`config.mk`:
```
export PLATFORM = sky130hd
export DESIGN_NAME = exe_stage
export DESIGN_NICKNAME = d
export VERILOG_FILES = /design/src/rtl/exe_stage.sv
export SDC_FILE = /design/constraint.sdc
export NUM_CORES = 2
export LEC_CHECK = 0
export BUFFER_PORTS_ARGS = -buffer_cell sky130_fd_sc_hd__buf_4
export CORE_ASPECT_RATIO = 1.1
export CORE_UTILIZATION = 55
export CTS_BUF_LIST = sky130_fd_sc_hd__clkbuf_8
export DETAILED_ROUTE_END_ITERATION = 12
export PLACE_DENSITY = 0.73
export SETUP_SLACK_MARGIN = 0.15
export SLEW_MARGIN = 20
export SYNTH_ARGS = -nofsm -noshare
export SYNTH_HDL_FRONTEND = slang
export SYNTH_SLANG_ARGS = --single-unit
```
`constraint.sdc`:
```
create_clock -name clk -period 14.5 [get_ports clk]
set_input_delay 3.625 -clock clk [delete_from_list [all_inputs] [get_ports clk]]
set_output_delay 3.625 -clock clk [all_outputs]
set_load 0.005 [all_outputs]
```
`src/rtl/exe_stage.sv`:
```
// Execute stage: one-cycle ALU and multiplier, 32-cycle restoring divider,
// forwarding info back to decode and the data-SRAM request for loads/stores.
module exe_stage #(
    parameter int DS2ES_LEN = 155,
    parameter int ES2MS_LEN = 71
) (
    input  logic                 clk,
    input  logic                 resetn,
    input  logic                 ds2es_valid,
    output logic                 es_allowin,
    input  logic [DS2ES_LEN-1:0] ds2es_bus,
    input  logic                 ms_allowin,
    output logic                 es2ms_valid,
    output logic [ES2MS_LEN-1:0] es2ms_bus,
    output logic [38:0]          es_rf_zip,
    output logic                 data_sram_en,
    output logic [3:0]           data_sram_we,
    output logic [31:0]          data_sram_addr,
    output logic [31:0]          data_sram_wdata
);

    typedef enum logic [1:0] {DIV_IDLE, DIV_CALC, DIV_DONE} div_state_t;

    logic                 es_valid_reg;
    logic [DS2ES_LEN-1:0] ds2es_bus_reg;

    logic [18:0] alu_op;
    logic        res_from_mem;
    logic [31:0] src1;
    logic [31:0] src2;
    logic        mem_we;
    logic        rf_we;
    logic [4:0]  rf_waddr;
    logic [31:0] rkd_value;
    logic [31:0] pc;

    assign {alu_op, res_from_mem, src1, src2, mem_we, rf_we, rf_waddr, rkd_value, pc} = ds2es_bus_reg;

    logic is_div;
    logic es_ready_go;
    logic mem_go;
    div_state_t div_state_reg;

    assign is_div      = |alu_op[18:15];
    assign es_ready_go = ~is_div | (div_state_reg == DIV_DONE);
    assign es_allowin  = ~es_valid_reg | (es_ready_go & ms_allowin);
    assign es2ms_valid = es_valid_reg & es_ready_go;

    always_ff @(posedge clk or negedge resetn) begin
        if (!resetn) begin
            es_valid_reg  <= 1'b0;
            ds2es_bus_reg <= '0;
        end else begin
            if (es_allowin)
                es_valid_reg <= ds2es_valid;
            if (ds2es_valid & es_allowin)
                ds2es_bus_reg <= ds2es_bus;
        end
    end

    // One 33x33 signed product serves mul, mulh and mulhu; bit 32 is the sign extension.
    logic signed [32:0] mul_a;
    logic signed [32:0] mul_b;
    logic signed [65:0] mul_prod;

    assign mul_a    = {alu_op[13] & src1[31], src1};
    assign mul_b    = {alu_op[13] & src2[31], src2};
    assign mul_prod = 66'(mul_a) * 66'(mul_b);

    // Divider datapath: dvd_reg shifts the dividend out and the quotient in.
    logic [4:0]  count_reg;
    logic [31:0] dvd_reg;
    logic [31:0] dvs_reg;
    logic [31:0] rem_reg;
    logic        q_neg_reg;
    logic        r_neg_reg;

    logic        div_signed;
    logic [31:0] abs1;
    logic [31:0] abs2;
    logic [32:0] rem_shift;
    logic [33:0] trial;
    logic        q_bit;
    logic [31:0] quot_final;
    logic [31:0] rem_final;

    assign div_signed = alu_op[15] | alu_op[17];
    assign abs1       = (div_signed & src1[31]) ? (~src1 + 32'd1) : src1;
    assign abs2       = (div_signed & src2[31]) ? (~src2 + 32'd1) : src2;
    assign rem_shift  = {rem_reg, dvd_reg[31]};
    assign trial      = {1'b0, rem_shift} - {2'b00, dvs_reg};
    assign q_bit      = ~trial[33];
    assign quot_final = q_neg_reg ? (~dvd_reg + 32'd1) : dvd_reg;
    assign rem_final  = r_neg_reg ? (~rem_reg + 32'd1) : rem_reg;

    always_ff @(posedge clk or negedge resetn) begin
        if (!resetn) begin
            div_state_reg <= DIV_IDLE;
            count_reg     <= 5'd0;
            dvd_reg       <= 32'd0;
            dvs_reg       <= 32'd0;
            rem_reg       <= 32'd0;
            q_neg_reg     <= 1'b0;
            r_neg_reg     <= 1'b0;
        end else begin
            case (div_state_reg)
                DIV_IDLE: begin
                    if (es_valid_reg & is_div) begin
                        dvd_reg       <= abs1;
                        dvs_reg       <= abs2;
                        rem_reg       <= 32'd0;
                        // A zero divisor keeps the all-ones quotient unsigned-looking.
                        q_neg_reg     <= div_signed & (src1[31] ^ src2[31]) & (|src2);
                        r_neg_reg     <= div_signed & src1[31];
                        count_reg     <= 5'd0;
                        div_state_reg <= DIV_CALC;
                    end
                end
                DIV_CALC: begin
                    rem_reg   <= q_bit ? trial[31:0] : rem_shift[31:0];
                    dvd_reg   <= {dvd_reg[30:0], q_bit};
                    count_reg <= count_reg + 5'd1;
                    if (count_reg == 5'd31)
                        div_state_reg <= DIV_DONE;
                end
                DIV_DONE: begin
                    if (ms_allowin)
                        div_state_reg <= DIV_IDLE;
                end
                default: div_state_reg <= DIV_IDLE;
            endcase
        end
    end

    logic [31:0] alu_result;

    always_comb begin
        alu_result = 32'd0;
        if (alu_op[0])  alu_result = src1 + src2;
        if (alu_op[1])  alu_result = src1 - src2;
        if (alu_op[2])  alu_result = {31'd0, $signed(src1) < $signed(src2)};
        if (alu_op[3])  alu_result = {31'd0, src1 < src2};
        if (alu_op[4])  alu_result = src1 & src2;
        if (alu_op[5])  alu_result = ~(src1 | src2);
        if (alu_op[6])  alu_result = src1 | src2;
        if (alu_op[7])  alu_result = src1 ^ src2;
        if (alu_op[8])  alu_result = src1 << src2[4:0];
        if (alu_op[9])  alu_result = src1 >> src2[4:0];
        if (alu_op[10]) alu_result = $signed(src1) >>> src2[4:0];
        if (alu_op[11]) alu_result = src2;
        if (alu_op[12]) alu_result = mul_prod[31:0];
        if (alu_op[13] | alu_op[14]) alu_result = mul_prod[63:32];
        if (alu_op[15] | alu_op[16]) alu_result = quot_final;
        if (alu_op[17] | alu_op[18]) alu_result = rem_final;
    end

    logic [31:0] result_out;
    logic        not_ready;

    assign result_out = es_valid_reg ? alu_result : 32'd0;
    assign not_ready  = es_valid_reg & (res_from_mem | (is_div & (div_state_reg != DIV_DONE)));

    assign es2ms_bus = es_valid_reg ? {res_from_mem, rf_we, rf_waddr, alu_result, pc} : '0;
    assign es_rf_zip = {not_ready, es_valid_reg & rf_we, es_valid_reg ? rf_waddr : 5'd0, result_out};

    // The request goes out only on the cycle the instruction actually moves on.
    assign mem_go          = es_valid_reg & ms_allowin;
    assign data_sram_en    = mem_go & (res_from_mem | mem_we);
    assign data_sram_addr  = result_out;
    assign data_sram_wdata = es_valid_reg ? rkd_value : 32'd0;

    genvar gi;
    generate
        for (gi = 0; gi < 4; gi++) begin : g_we
            assign data_sram_we[gi] = mem_go & mem_we;
        end
    endgenerate

endmodule

```
**Word level (Yosys, flattened, before mapping)**

Cells that the tools add are included.

- Multiply operators: 1
- Magnitude comparators: 2
- Shifts and indexed selects: 3
- Bitwise logic cells: 36
- Reductions and logical operators: 7
- $add $sub $neg: 8
- Multiplexer cells: 35
- Equal/unequal tests: 7

Operator list:

| operator | count |
|---|---|
| 32-bit two-way mux | 25 |
| 32-bit NOT | 5 |
| 32-bit by 1-bit adder with 32-bit output (second input constant) | 4 |
| 32-bit one-hot mux with 2 select lines | 2 |
| 71-bit two-way mux | 1 |
| 32-bit less-than comparator | 2 |
| 33-bit by 33-bit multiplier with 64-bit output | 1 |
| 33-bit by 32-bit subtractor with 34-bit output | 1 |
| 32-bit adder | 1 |
| 32-bit bitwise AND | 1 |
| 32-bit bitwise OR | 1 |
| 32-bit OR reduction | 1 |
| 32-bit by 5-bit left shift with 32-bit output | 1 |
| 32-bit by 5-bit right shift with 32-bit output | 1 |
| 32-bit by 5-bit >>> shifter with 32-bit output | 1 |
| 32-bit subtractor | 1 |
| 32-bit XOR | 1 |
| 1-bit bitwise AND | 16 |
| 5-bit two-way mux | 2 |
| 5-bit one-hot mux with 2 select lines | 1 |
| 2-bit inequality test (second input constant) | 4 |
| 1-bit bitwise OR | 8 |
| 2-bit two-way mux | 3 |
| 2-bit one-hot mux with 3 select lines | 1 |
| other kinds (11) | 14 |

- Logic and storage cells: 108
- Flip-flop bits (word level): 261
- Output and inout bits: 181

**Logic depth before layout (Yosys ltp)**

- Word-level depth: 18
- Mapped depth: 36
- Depth with buffers taken out: 30

**Worst setup path before layout**

OpenSTA, ideal clock, no wires.

- Kind: register to output
- From: reg ds2es_bus_reg[74]
- To: out es2ms_bus[55]
- Path buffers: 8
- Stages on the path, launching flop included: 35
- Arrival time: 9.415 ns
- Data required time: 10.875 ns
- Slack: 1.460 ns
- Cell sequence: dfrtp_1 -> clkbuf_1 -> clkbuf_1 -> buf_1 -> clkbuf_1 -> buf_1 -> buf_1 -> nand3_1 -> inv_1 -> fa_1 -> fa_1 -> fa_1 -> inv_1 -> fa_1 -> inv_1 -> fa_1 -> fa_1 -> fa_1 -> inv_1 -> fa_1 -> inv_1 -> ha_1 -> clkbuf_1 -> and3_1 -> a32o_1 -> o41ai_1 -> and4_1 -> and3_1 -> nor2_1 -> a31o_2 -> a21oi_1 -> and3_1 -> o21ai_0 -> a31oi_1 -> buf_4

- Cells in the longest elaborated chain, start to end: 18

Ends and longest elaborated chain:

| item | RTL line | text |
|---|---|---|
| start, declared | 25 | `logic [DS2ES_LEN-1:0] ds2es_bus_reg;` |
| start signal, assigned | 57 | `ds2es_bus_reg <= ds2es_bus;` |
| 32-bit adder | 139 | `if (alu_op[0]) alu_result = src1 + src2;` |
| 32-bit two-way mux | 139 |  |
| 32-bit two-way mux | 140 | `if (alu_op[1]) alu_result = src1 - src2;` |
| 32-bit two-way mux | 141 | `if (alu_op[2]) alu_result = {31'd0, $signed(src1) < $signed(src2)};` |
| 32-bit two-way mux | 142 | `if (alu_op[3]) alu_result = {31'd0, src1 < src2};` |
| 32-bit two-way mux | 143 | `if (alu_op[4]) alu_result = src1 & src2;` |
| 32-bit two-way mux | 144 | `if (alu_op[5]) alu_result = ~(src1 \| src2);` |
| 32-bit two-way mux | 145 | `if (alu_op[6]) alu_result = src1 \| src2;` |
| (+2 left out) | - |  |
| 32-bit two-way mux | 148 | `if (alu_op[9]) alu_result = src1 >> src2[4:0];` |
| 32-bit two-way mux | 149 | `if (alu_op[10]) alu_result = $signed(src1) >>> src2[4:0];` |
| 32-bit two-way mux | 150 | `if (alu_op[11]) alu_result = src2;` |
| 32-bit two-way mux | 151 | `if (alu_op[12]) alu_result = mul_prod[31:0];` |
| 32-bit two-way mux (*) | 152 | `if (alu_op[13] \| alu_op[14]) alu_result = mul_prod[63:32];` |
| 32-bit two-way mux (*) | 153 | `if (alu_op[15] \| alu_op[16]) alu_result = quot_final;` |
| 32-bit two-way mux (*) | 154 | `if (alu_op[17] \| alu_op[18]) alu_result = rem_final;` |
| 71-bit two-way mux (*) | 163 | `assign es2ms_bus = es_valid_reg ? {res_from_mem, rf_we, rf_waddr, alu_result, pc} : '0;` |
| end, declared | 14 | `output logic [ES2MS_LEN-1:0] es2ms_bus,` |

Every way passes the cells marked *; elsewhere a longest branch is shown, timed or not.

**Final worst setup path**

- From: reg ds2es_bus_reg[149]
- To: out es2ms_bus[58]

- Cells in the longest elaborated chain, start to end: 6

Ends and longest elaborated chain:

| item | RTL line | text |
|---|---|---|
| 1-bit bitwise AND, on equally long branches | 66, 67 |  |
| 33-bit by 33-bit multiplier with 64-bit output | 68 | `assign mul_prod = 66'(mul_a) * 66'(mul_b);` |
| 32-bit two-way mux (*) | 152 |  |
| 32-bit two-way mux (*) | 153 |  |
| 32-bit two-way mux (*) | 154 |  |
| 71-bit two-way mux (*) | 163 |  |

Marked as above.

==> flow_summary.html <==
<table>
<tr><th>Metric</th><th>Value</th></tr>
<tr><th colspan="2">Run status</th></tr>
<tr><td>Status</td><td>complete, no violations</td></tr>
<tr><th colspan="2">Die</th></tr>
<tr><td>Row count</td><td>129</td></tr>
<tr><td>Effective utilization at floorplan</td><td>0.558</td></tr>
<tr><td>Core box area</td><td>0.113 mm²</td></tr>
<tr><td>Overall die width</td><td>325 µm</td></tr>
<tr><td>Die Y</td><td>357 µm</td></tr>
<tr><td>Area of the die</td><td>0.116 mm²</td></tr>
<tr><td>Count of pins on the block boundary</td><td>340</td></tr>
<tr><th colspan="2">STA</th></tr>
<tr><td>Final Hold Violating Endpoints</td><td>0</td></tr>
<tr><td>Actual slew at the worst max-slew pin</td><td>1.27 ns</td></tr>
<tr><td>Fin. max-slew vios</td><td>0</td></tr>
<tr><td>Clock Skew</td><td>0.0741 ns</td></tr>
<tr><td>Shortest clock period the worst path allows after layout</td><td>14.24 ns</td></tr>
<tr><td>Final cycle utilization of the critical path</td><td>0.982</td></tr>
<tr><td>Unrepaired setup endpoints after global routing</td><td>true</td></tr>
<tr><td>Finish-stage setup viols</td><td>0</td></tr>
<tr><td>Min Hold Slack</td><td>0.485 ns</td></tr>
<tr><td>Peak Freq</td><td>70.2 MHz</td></tr>
<tr><td>Normalized max-slew margin</td><td>0.146</td></tr>
<tr><td>Setup Total Neg Slack</td><td>0 ns</td></tr>
<tr><th colspan="2">Place</th></tr>
<tr><td>Total half-perimeter wirelength after legalization and detailed placement</td><td>229000 µm</td></tr>
<tr><td>Cell total after placement</td><td>8998</td></tr>
<tr><td>PortBufs</td><td>339</td></tr>
<tr><td>GPL Wtd Cong</td><td>1.10</td></tr>
<tr><th colspan="2">CTS</th></tr>
<tr><td>Clock buffers created by TritonCTS</td><td>52</td></tr>
<tr><td>Clk sink count</td><td>261</td></tr>
<tr><td>Number of H-tree levels</td><td>2</td></tr>
<tr><td>Clock transition at the registers of the reported paths</td><td>0.06 ns</td></tr>
<tr><td>Clock tree from TritonCTS</td><td>built</td></tr>
<tr><td>Clock network latency to the later pin of the worst-skew pair</td><td>0.80 ns</td></tr>
<tr><td>Clock tree root driver cell</td><td>sky130_fd_sc_hd__clkbuf_8</td></tr>
<tr><td>Number of buffers between clock root and the deepest sink</td><td>3</td></tr>
<tr><th colspan="2">Route</th></tr>
<tr><td>DR iter-0 viols</td><td>7787</td></tr>
<tr><td>Via total after detailed routing</td><td>59700</td></tr>
<tr><td>Residual antenna-violating net count after detailed routing</td><td>0</td></tr>
<tr><td>Routed wire per std cell</td><td>33.0 µm</td></tr>
<tr><td>Number of remaining DRC errors</td><td>0</td></tr>
<tr><td>Initial DRT Pass Iterations</td><td>8</td></tr>
<tr><td>WL final</td><td>301000 µm</td></tr>
<tr><td>Via density</td><td>6.55</td></tr>
<tr><th colspan="2">Critical path</th></tr>
<tr><td>Category of the most critical setup path</td><td>reg -&gt; out</td></tr>
<tr><td>Crit. End Element</td><td>output port</td></tr>
<tr><td>Critical path startpoint category</td><td>flip-flop</td></tr>
<tr><td>Bufs and invs on worst path</td><td>8</td></tr>
<tr><td>CP arrival</td><td>10.62 ns</td></tr>
<tr><td>Worst-path cell with the longest stage delay</td><td>sky130_fd_sc_hd__fa_2</td></tr>
<tr><td>Stage delay of the slowest cell on the critical path</td><td>0.80 ns</td></tr>
<tr><td>Required time at the endpoint of the critical path</td><td>10.88 ns</td></tr>
<tr><td>Max Fanout on Critical Path</td><td>11</td></tr>
<tr><td>Delay-heaviest family, CP</td><td>adder cells</td></tr>
<tr><td>Slack of the worst reg-to-reg path</td><td>8.79 ns</td></tr>
<tr><th colspan="2">Synthesis</th></tr>
<tr><td>Count of flip-flops with a built-in enable after synthesis</td><td>0</td></tr>
<tr><td>Per-instance average area after synthesis</td><td>8.43 µm²</td></tr>
<tr><td>Number of unique standard cell types used by synthesis</td><td>97</td></tr>
<tr><td>Library cell with the highest instance count after synthesis</td><td>sky130_fd_sc_hd__inv_1</td></tr>
<tr><td>Synth Net Count</td><td>9110</td></tr>
<tr><td>Top post-synthesis cells by area</td><td>sky130_fd_sc_hd__fa_1, sky130_fd_sc_hd__dfrtp_1, sky130_fd_sc_hd__inv_1, sky130_fd_sc_hd__ha_1, sky130_fd_sc_hd__nand2_1</td></tr>
<tr><td>Total of flip-flops plus latches after synthesis</td><td>261</td></tr>
<tr><td>Number of cells produced by synthesis</td><td>7476</td></tr>
<tr><td>Share of async-settable or async-resettable flops after synthesis</td><td>1.00</td></tr>
<tr><td>Number of warnings issued by yosys</td><td>0</td></tr>
<tr><td>Sequential-to-total area share from yosys stat</td><td>0.104</td></tr>
<tr><td>Mapped cell area</td><td>0.0631 mm²</td></tr>
<tr><td>Most used flip-flop cell after synthesis</td><td>sky130_fd_sc_hd__dfrtp_1</td></tr>
<tr><td>Largest area contributor in the netlist</td><td>sky130_fd_sc_hd__fa_1</td></tr>
<tr><td>Area share of the largest cell type after synthesis</td><td>0.358</td></tr>
<tr><td>Top cells by instance count after synthesis</td><td>sky130_fd_sc_hd__inv_1, sky130_fd_sc_hd__fa_1, sky130_fd_sc_hd__nand2_1, sky130_fd_sc_hd__nor2_1, sky130_fd_sc_hd__o21ai_0</td></tr>
<tr><th colspan="2">Layout</th></tr>
<tr><td>P&amp;R area growth vs syn</td><td>8.54%</td></tr>
<tr><td>Total number of nets in the final design</td><td>9186</td></tr>
<tr><td>Fraction of layout instances using a drive strength above 1</td><td>0.119</td></tr>
<tr><td>Non-Filler Instances</td><td>9123</td></tr>
<tr><td>Number of fill cells in the layout</td><td>9745</td></tr>
<tr><td>Max reg flops</td><td>155</td></tr>
<tr><th colspan="2">Worst hold path</th></tr>
<tr><td>Hold Crit Class</td><td>reg -&gt; reg</td></tr>
<tr><th colspan="2">Global routing</th></tr>
<tr><td>Via count of the first global-routing pass</td><td>60800</td></tr>
<tr><td>Maximum number of pins on one net before global-route repair</td><td>99</td></tr>
<tr><td>Antenna violations before repair</td><td>36</td></tr>
<tr><td>Total congestion overflow</td><td>0</td></tr>
<tr><td>Global-route wire length before repair</td><td>429000 µm</td></tr>
<tr><td>Combined global-route utilization of all metal layers</td><td>0.521</td></tr>
<tr><th colspan="2">Run</th></tr>
<tr><td>Max-capacitance violation count</td><td>0</td></tr>
</table>
[area by class of cell]
class                      instances  area [µm²]  share of cell area
clock inverter                    30         422             0.00616
tap                             1506        1880              0.0275
timing repair buffer             577        4400              0.0642
multi-input combinational       5362       49300               0.721
antenna                           22        55.1            0.000804
inverter                        1298        4880              0.0713
sequential                       261        6560              0.0959
clock buffer                      67         922              0.0135
[stage by stage]
step | util | setup slack, ns | area [µm²]
floorplan | - | 1.46 | 63100
global placement | 0.592 | 0.697 | 66900
detailed placement | 0.592 | 0.564 | 66900
CTS | 0.604 | 0.299 | 68300
global route | 0.605 | 0.146 | 68400
finish | 0.606 | 0.260 | 68400
[path summary, 6_finish.rpt]
check | start | to | cells past startpoint
max | ds2es_bus_reg[149]$_DFFE_PN0P_ | es2ms_bus[58] | 29
min | dvs_reg[15]$_DFFE_PN0P_ | dvs_reg[15]$_DFFE_PN0P_ | 2
max reg2reg | ds2es_bus_reg[151]$_DFFE_PN0P_ | ds2es_bus_reg[77]$_DFFE_PN0P_ | 11
min reg2reg | dvs_reg[15]$_DFFE_PN0P_ | dvs_reg[15]$_DFFE_PN0P_ | 2
max in group asynchronous | resetn | ds2es_bus_reg[96]$_DFFE_PN0P_ | 3
min in group asynchronous | resetn | ds2es_bus_reg[103]$_DFFE_PN0P_ | 1
[layout by cell type, fill, tap and decap left out, types with 38 or more instances in the layout]
cell type                  instances
sky130_fd_sc_hd__mux4_2           47
sky130_fd_sc_hd__o21ai_0         373
sky130_fd_sc_hd__dfrtp_1         243
sky130_fd_sc_hd__a21o_1           62
sky130_fd_sc_hd__mux2_2           94
sky130_fd_sc_hd__o31ai_1          49
sky130_fd_sc_hd__mux2i_1          63
sky130_fd_sc_hd__inv_1          1265
sky130_fd_sc_hd__nand3_1          88
sky130_fd_sc_hd__nor2_1          605
sky130_fd_sc_hd__xnor2_1         178
sky130_fd_sc_hd__ha_1            347
sky130_fd_sc_hd__a211oi_1         46
sky130_fd_sc_hd__clkbuf_8         67
sky130_fd_sc_hd__nor3_1           64
sky130_fd_sc_hd__xor2_1           61
sky130_fd_sc_hd__buf_4           570
sky130_fd_sc_hd__a31oi_1          62
sky130_fd_sc_hd__a21oi_1         315
sky130_fd_sc_hd__a22oi_1          42
sky130_fd_sc_hd__and3_1           38
sky130_fd_sc_hd__fa_1           1127
sky130_fd_sc_hd__and2_1           89
sky130_fd_sc_hd__nand2_1        1066
[kinds of logic (layout without fill, tap and decap cells)]
group | count (synthesis) | in the layout | share of synthesized area
AOI/OAI and AO/OA | 1306 | 1306 | 0.133
xor gates and xnor gates | 239 | 239 | 0.0332
adders and majority gates | 1475 | 1475 | 0.427
buffers and inverters | 1853 | 1972 | 0.116
DFF | 261 | 261 | 0.104
muxes | 204 | 204 | 0.0436
other | 0 | 22 | 0
and+or+nand+nor | 2138 | 2138 | 0.144
[metal layers]
metal | up-vias | GRT usage | part of all wire
met4 | 34 | 0.437 | 0.11
met3 | 1498 | 0.197 | 0.14
li1 | 23900 | - | -
met5 | - | 0.00604 | 0.0010
met2 | 5065 | 0.750 | 0.41
met1 | 29200 | 0.618 | 0.34
[worst reg2reg max path, cell delays in order (launching register included)]
cell and delay (ns):
sky130_fd_sc_hd__dfrtp_1 0.48, sky130_fd_sc_hd__or2_2 0.33, sky130_fd_sc_hd__buf_4 0.26, sky130_fd_sc_hd__nor2_1 0.17, sky130_fd_sc_hd__buf_4 0.23, sky130_fd_sc_hd__a21oi_1 0.10, sky130_fd_sc_hd__o21ai_0 0.45, sky130_fd_sc_hd__and2_4 0.77
sky130_fd_sc_hd__buf_4 0.86, sky130_fd_sc_hd__buf_4 0.98, sky130_fd_sc_hd__nand2_1 0.26, sky130_fd_sc_hd__o21ai_1 0.59
[repair_timing]
item                                    4_1_cts  5_1_grt
gates resized for setup                       2        9
buffers inserted                              0        6
hold buffers                                  0        0
endpoints found under the setup margin        6       27
pin swaps                                     0        1
hold endpoints to repair                      0        0
Power is not shown: default switching activity piles up to over one toggle a cycle in this logic, so the estimate is an artifact.
